File: src/rtl/mul_div_unit_pkg.sv
// Shared types and op encodings for the EX-stage iterative multiply/divide unit.
package mul_div_unit_pkg;

    // FSM state of the multiply/divide unit; the hazard unit stalls while not IDLE.
    typedef enum logic [1:0] {
        MD_ST_IDLE = 2'd0,
        MD_ST_CALC = 2'd1,
        MD_ST_FIX  = 2'd2,
        MD_ST_DONE = 2'd3
    } md_state_e;

    // Operation codes, numbered alongside the ALU op codes.
    localparam logic [2:0] MD_MUL   = 3'd0;
    localparam logic [2:0] MD_SMULH = 3'd1;
    localparam logic [2:0] MD_UMULH = 3'd2;
    localparam logic [2:0] MD_SDIV  = 3'd3;
    localparam logic [2:0] MD_UDIV  = 3'd4;

    function automatic logic md_is_div(input logic [2:0] op);
        return (op == MD_SDIV) || (op == MD_UDIV);
    endfunction

    function automatic logic md_is_signed(input logic [2:0] op);
        return (op == MD_SMULH) || (op == MD_SDIV);
    endfunction

endpackage

File: src/rtl/mul_div_unit.sv
// Iterative multiply/divide unit: radix-2 shift-add multiply and restoring
// divide, one bit per cycle, sharing a single WORD+1 bit adder/subtractor.
// Signed ops run on magnitudes and the sign is restored in the FIX cycle.
module mul_div_unit
    import mul_div_unit_pkg::*;
#(
    parameter int WORD = 64
) (
    input  logic            clk,
    input  logic            rst_n,
    input  logic            start,
    input  logic [2:0]      op,
    input  logic [WORD-1:0] a,
    input  logic [WORD-1:0] b,
    input  logic            flush,
    output logic            busy,
    output logic            done,
    output logic [WORD-1:0] result,
    output logic            div_by_zero
);

    localparam int PW = 2 * WORD;
    localparam int CW = $clog2(WORD);
    localparam logic [CW-1:0] CNT_LAST = CW'(WORD - 1);

    function automatic logic [WORD-1:0] neg_w(input logic [WORD-1:0] v);
        return ~v + WORD'(1);
    endfunction

    function automatic logic [PW-1:0] neg_p(input logic [PW-1:0] v);
        return ~v + PW'(1);
    endfunction

    // Magnitude of a two's-complement value when en is set; the minimum value
    // maps to 2^(WORD-1), which is still exact as an unsigned WORD-bit number.
    function automatic logic [WORD-1:0] abs_w(input logic [WORD-1:0] v, input logic en);
        return (en && v[WORD-1]) ? neg_w(v) : v;
    endfunction

    md_state_e       state_q, state_d;
    logic [CW-1:0]   cnt_q, cnt_d;
    logic [2:0]      op_q, op_d;
    logic            neg_q, neg_d;
    logic [WORD-1:0] opnd_q, opnd_d;   // multiplicand or divisor magnitude
    logic [WORD-1:0] hi_q, hi_d;       // product high word / partial remainder
    logic [WORD-1:0] lo_q, lo_d;       // multiplier->product low word / dividend->quotient
    logic [WORD-1:0] result_q, result_d;
    logic            dbz_q, dbz_d;

    logic            is_div_q;
    logic [WORD:0]   div_shift;
    logic [WORD:0]   add_a, add_b, add_sum;
    logic            add_sub;
    logic [PW-1:0]   product;
    logic [WORD-1:0] quotient;
    logic [WORD-1:0] fix_result;

    assign is_div_q = md_is_div(op_q);

    // Shared adder: adds the multiplicand for multiply, subtracts the divisor
    // from the shifted partial remainder for divide.
    always_comb begin
        div_shift = {hi_q, lo_q[WORD-1]};
        if (is_div_q) begin
            add_a   = div_shift;
            add_b   = {1'b0, opnd_q};
            add_sub = 1'b1;
        end else begin
            add_a   = {1'b0, hi_q};
            add_b   = lo_q[0] ? {1'b0, opnd_q} : '0;
            add_sub = 1'b0;
        end
        add_sum = add_a + (add_sub ? ~add_b : add_b) + {{WORD{1'b0}}, add_sub};
    end

    // Sign fix-up and output selection used in the FIX cycle.
    always_comb begin
        product = {hi_q, lo_q};
        if (neg_q) product = neg_p(product);
        quotient = neg_q ? neg_w(lo_q) : lo_q;
        case (op_q)
            MD_SMULH, MD_UMULH: fix_result = product[PW-1:WORD];
            MD_SDIV, MD_UDIV:   fix_result = quotient;
            default:            fix_result = product[WORD-1:0];
        endcase
    end

    // Next-state and datapath update for the IDLE/CALC/FIX/DONE sequence.
    // NOTE: every _d gets its hold value first so no path through the case
    // leaves a variable unassigned, which would infer a latch.
    always_comb begin
        state_d  = state_q;
        cnt_d    = cnt_q;
        op_d     = op_q;
        neg_d    = neg_q;
        opnd_d   = opnd_q;
        hi_d     = hi_q;
        lo_d     = lo_q;
        result_d = result_q;
        dbz_d    = dbz_q;

        unique case (state_q)
            MD_ST_IDLE: begin
                if (start && !flush) begin
                    op_d  = op;
                    neg_d = md_is_signed(op) && (a[WORD-1] ^ b[WORD-1]);
                    if (md_is_div(op) && (b == '0)) begin
                        result_d = '0;
                        dbz_d    = 1'b1;
                        state_d  = MD_ST_DONE;
                    end else begin
                        cnt_d   = '0;
                        hi_d    = '0;
                        state_d = MD_ST_CALC;
                        if (md_is_div(op)) begin
                            opnd_d = abs_w(b, md_is_signed(op));
                            lo_d   = abs_w(a, md_is_signed(op));
                        end else begin
                            opnd_d = abs_w(a, md_is_signed(op));
                            lo_d   = abs_w(b, md_is_signed(op));
                        end
                    end
                end
            end
            MD_ST_CALC: begin
                if (is_div_q) begin
                    // Subtraction result is negative exactly when bit WORD is set.
                    hi_d = add_sum[WORD] ? div_shift[WORD-1:0] : add_sum[WORD-1:0];
                    lo_d = {lo_q[WORD-2:0], ~add_sum[WORD]};
                end else begin
                    hi_d = add_sum[WORD:1];
                    lo_d = {add_sum[0], lo_q[WORD-1:1]};
                end
                cnt_d = cnt_q + CW'(1);
                if (cnt_q == CNT_LAST) state_d = MD_ST_FIX;
            end
            MD_ST_FIX: begin
                result_d = fix_result;
                dbz_d    = 1'b0;
                state_d  = MD_ST_DONE;
            end
            MD_ST_DONE: begin
                state_d = MD_ST_IDLE;
            end
            default: state_d = MD_ST_IDLE;
        endcase

        // Abort from hazard/branch logic beats everything; published outputs hold.
        if (flush) begin
            state_d  = MD_ST_IDLE;
            result_d = result_q;
            dbz_d    = dbz_q;
        end
    end

    // State and datapath registers.
    // NOTE: non-blocking assignments so every register samples the pre-edge
    // values; the datapath registers are reset too, since they are few and
    // reset keeps result/div_by_zero defined before the first operation.
    always_ff @(posedge clk or negedge rst_n) begin
        if (!rst_n) begin
            state_q  <= MD_ST_IDLE;
            cnt_q    <= '0;
            op_q     <= MD_MUL;
            neg_q    <= 1'b0;
            opnd_q   <= '0;
            hi_q     <= '0;
            lo_q     <= '0;
            result_q <= '0;
            dbz_q    <= 1'b0;
        end else begin
            state_q  <= state_d;
            cnt_q    <= cnt_d;
            op_q     <= op_d;
            neg_q    <= neg_d;
            opnd_q   <= opnd_d;
            hi_q     <= hi_d;
            lo_q     <= lo_d;
            result_q <= result_d;
            dbz_q    <= dbz_d;
        end
    end

    assign busy        = (state_q != MD_ST_IDLE);
    assign done        = (state_q == MD_ST_DONE);
    assign result      = result_q;
    assign div_by_zero = dbz_q;

endmodule

File: config.mk
export PLATFORM = sky130hd
export DESIGN_NAME = mul_div_unit
export DESIGN_NICKNAME = d
export VERILOG_FILES = /design/src/rtl/mul_div_unit_pkg.sv /design/src/rtl/mul_div_unit.sv
export SDC_FILE = /design/constraint.sdc
export NUM_CORES = 1
export LEC_CHECK = 0
export CORE_MARGIN = 5
export CORE_UTILIZATION = 60
export CTS_BUF_LIST = sky130_fd_sc_hd__clkbuf_8
export DETAILED_ROUTE_END_ITERATION = 7
export PLACE_DENSITY = 0.91
export SYNTH_ARGS = -nofsm -noshare
export SYNTH_HDL_FRONTEND = slang
export SYNTH_SLANG_ARGS = --single-unit
export TNS_END_PERCENT = 100
File: constraint.sdc
create_clock -name clk -period 7.28 [get_ports clk]
set_clock_uncertainty 0.2 [all_clocks]
set_input_delay 1.456 -clock clk [delete_from_list [all_inputs] [get_ports clk]]
set_output_delay 1.456 -clock clk [all_outputs]
set_load 0.05 [all_outputs]
==> flow_metrics.env, run 1 <==
export IMPL_status="finished clean"
export IMPL_worst_slew_pin_slew_ns=1.06
export IMPL_grt_overflow_total=0
export IMPL_cp_start_kind="flip-flop"
export IMPL_fmax_mhz=158
export IMPL_async_flop_share_pct=100
export IMPL_drtPass1Iterations=8
export IMPL_critical_path_top_delay_family="compound AO/OA/AOI/OAI gates"
export IMPL_syn_area_per_cell_um2=7.10
export IMPL_ys_top_cells_by_area="dfrtp_1, nand2_1, a21oi_1"
export IMPL_slowest_delay_ns=0.62
export IMPL_cts_sink_count=269
export IMPL_reg2regPathDepth=18
export IMPL_die_w_um=214
export IMPL_grt_pass1_wl_mm=140
export IMPL_yosysWarnings=0
export IMPL_hp_start="result[18]$_DFFE_PN0P_"
export IMPL_cp_slowest_cell="dfrtp_1"
export IMPL_area_growth_pct=12.3
export IMPL_hpwl_mm=72.2
export IMPL_coreArea_um2=41100
export IMPL_fin_cells=4100
export IMPL_die_area_um2=45900
export IMPL_grt_start_max_net_pins=153
export IMPL_cts_setup_buffers=0
export IMPL_worstReg2RegEnd="hi_q[38]$_DFFE_PN0P_"
export IMPL_remaining_drc_errors=0
export IMPL_fp_row_count=74
export IMPL_grt_pass1_vias=24400
export IMPL_drv_cap=0
export IMPL_synth_edff_count=0
export IMPL_antenna_cells=0
export IMPL_hold_class="reg -> reg"
export IMPL_dpl_cell_area_um2=27100
export IMPL_slew_headroom_pct=29.4
export IMPL_clock_root_buffer="clkbuf_8"
export IMPL_die_h_um=214
export IMPL_fin_area_um2=28100
export IMPL_drt_total_wl_mm=92.0
export IMPL_cts_tree="built"
export IMPL_synth_top_area_share_pct=26.9
export IMPL_post_route_period_util_pct=86.7
export IMPL_port_buffers=201
export IMPL_leakage_nw=11.7
export IMPL_netlist_area_um2=25100
export IMPL_grtUsageTotal_pct=38.2
export IMPL_ys_flop_type="dfrtp_1"
export IMPL_syn_num_nets=3737
export IMPL_antenna_found_initial=1
export IMPL_clk_path_buf_depth=3
export IMPL_r2r_start="op_q[2]$_DFFE_PN0P_"
export IMPL_detail_route_wl_per_cell_um=22.4
export IMPL_rrSetupSlack_ns=0.97
export IMPL_required_ns=7.57
export IMPL_ctsHtreeMaxLevel=2
export IMPL_final_setup_viol_count=0
export IMPL_routabilityCongestion=1.05
export IMPL_drtIter0Drc=3748
export IMPL_numCtsBuffers=45
export IMPL_path_class="reg -> reg"
export IMPL_crit_buf_inv=2
export IMPL_via_per_inst=6.60
export IMPL_tns_ns=0
export IMPL_fin_crit_ns=6.31
export IMPL_clk_pin_slew_ns=0.06
export IMPL_final_nets=3744
export IMPL_crit_chain="or3b_2 -> o21a_4 -> buf_4 -> nand2_1 -> nand2_1 -> ha_1 -> a211oi_1 -> nor2_1 -> nor4_1 -> nand2_1 -> o31ai_1 -> o41ai_1 -> a31oi_1 -> xnor2_2 -> buf_12 -> mux2_2 -> o21ai_0 -> o21ai_0"
export IMPL_yosys_area_top_type="dfrtp_1"
export IMPL_placed_cells=4022
export IMPL_drtAntennaViolNets=0
export IMPL_ios=202
export IMPL_post_cts_resized=0
export IMPL_p_per_area_nw_per_um2=532
export IMPL_cp_max_fo=91
export IMPL_drive_above_1_share_pct=5.07
export IMPL_yosysSeqAreaShare_pct=26.9
export IMPL_critPathCaptureType="flip-flop"
export IMPL_hold_buffers=0
export IMPL_peakVddDrop_mv=0.291
export IMPL_slew_violations=0
export IMPL_syn_inst=3530
export IMPL_holdPathStages=2
export IMPL_hold_viol=0
export IMPL_ys_seq_elements=269
export IMPL_num_vias=27100
export IMPL_worstHoldEndpoint="result[18]$_DFFE_PN0P_"
export IMPL_rsz0062_at_grt="false"
export IMPL_synth_distinct_cells=89
export IMPL_arrival_ns=6.60
export IMPL_crit_top_cell="nand2_1"
export IMPL_start_util_pct=60.9
export IMPL_clk_latency_ns=0.64
[synthesized netlist by cell type, types with 28 or more instances]
cell	count
a21oi_1	396
nor2_1	369
or3_1	47
nand2_1	701
nor3_1	57
or4_1	28
a211oi_1	50
a22oi_1	41
o31ai_1	52
nand3_1	38
clkbuf_1	245
xor2_1	179
o21ai_0	307
ha_1	71
dfrtp_1	269
inv_1	35
mux2i_1	53
nand4_1	31
xnor2_1	133
o221ai_1	28
nor4_1	34
[worst min-delay path, stage by stage, from the launching register on]
cell,delay [ns]
dfrtp_1,0.34
nand2_1,0.05
o21ai_0,0.06
[registers in the layout (all words and copies together) (netlist names)]
register and count:
hi_q 64, lo_q 64, cnt_q 6, result 64, opnd_q 64, state_q 2
div_by_zero 1, op_q 3, neg_q 1
[cell type report]
cell class                      count  area (µm²)
Clock buffer                       55         757
Clock inverter                     23         244
Fill cell                        3462       13000
Inverter                           37         139
Multi-Input combinational cell   2934       17100
Sequential cell                   269        6740
Tap cell                          532         666
Timing Repair Buffer              250        2460
[kinds of logic (layout without fill, tap and decap cells)]
group	Yosys count	after routing	synth area share [%]
AND/OR/NAND/NOR	1405	1405	24.8
multiplexers	58	58	2.34
flip-flops	269	269	26.9
buffers and inverters	327	365	5.11
XOR/XNOR	312	312	10.9
adder cells (fa/ha/maj)	72	72	3.63
AO/OA/AOI/OAI	1087	1087	26.4
[worst max path at each step]
stage / from / end / slack, ns / depth (start not counted)
after floorplan: op_q[1]$_DFFE_PN0P_ / hi_q[42]$_DFFE_PN0P_ / 1.68 / 21
after global placement: b[52] / result[55]$_DFFE_PN0P_ / 0.71 / 11
after detailed placement: b[52] / result[54]$_DFFE_PN0P_ / 0.64 / 11
after CTS: op_q[2]$_DFFE_PN0P_ / hi_q[38]$_DFFE_PN0P_ / 1.11 / 18
after global routing: op_q[2]$_DFFE_PN0P_ / hi_q[38]$_DFFE_PN0P_ / 0.65 / 18
final: op_q[2]$_DFFE_PN0P_ / hi_q[38]$_DFFE_PN0P_ / 0.97 / 18
[cell usage in the layout, fill, tap and decap left out, types with 7 or more instances in the layout]
cell             synthesis  final
or2_2                   13     13
clkbuf_8                 0     55
o211ai_1                23     23
o21ai_0                307    307
o31ai_1                 52     52
nand3_1                 38     38
nor2_1                 369    368
nor2b_1                 13     12
clkinv_2                 0      9
inv_1                   35     41
o221ai_1                28     28
nand2_1                701    700
nand2b_1                21     21
buf_4                    1     43
o21a_1                  11     10
nor3_1                  57     57
a21oi_1                396    396
mux2i_1                 53     53
ha_1                    71     70
a22oi_1                 41     41
or4_1                   28     28
clkdlybuf4s50_1          0    200
a31oi_1                 14     14
o41ai_1                 23     23
o21bai_1                15     15
nand4_1                 31     31
a221o_1                 12     12
a21o_1                  23     22
a211oi_1                50     50
a22o_1                  26     26
dfrtp_1                269    268
nor4_1                  34     34
xor2_1                 179    179
and2_1                  13     13
or3_1                   47     47
a32o_1                   7      7
xnor2_1                133    132
[per-stage QoR]
stage | util, % | power [mW] | worst slack [ns] | hold slack, ns
4_1_cts | 68.5 | 14.6 | 1.11 | 0.279
2_1_floorplan | - | 9.98 | 1.68 | 0.262
5_1_grt | 68.5 | 15.9 | 0.653 | 0.306
3_5_place_dp | 66.0 | 13.0 | 0.640 | 0.265
6_report | 68.5 | 15.0 | 0.970 | 0.285
3_3_place_gp | 66.0 | 12.9 | 0.712 | 0.256
[power breakdown]
| group | internal, mW | switching, mW | total (mW) | leakage, nW |
|---|---|---|---|---|
| clock | 0.863 | 0.670 | 1.53 | 0.540 |
| sequential | 2.11 | 1.23 | 3.34 | 3.41 |
| combinational | 3.53 | 6.57 | 10.1 | 7.71 |
[routing by layer]
layer,share of wire [%],routed length [µm],vias up,global-route usage (%)
li1,-,-,12500,-
met1,40,36800,12600,53.8
met2,41,37700,1729,54.6
met3,14,12800,291,11.0
met4,5.1,4680,2,16.7
met5,0.013,12,-,0
Power figures use the tool's default switching activity.
==> inputs of run 2 (changes only) <==
Settings changed: TNS_END_PERCENT 100 to not set.
==> results of run 2 <==
No change in the layout: final DEF, timing and power equal those of run 1.
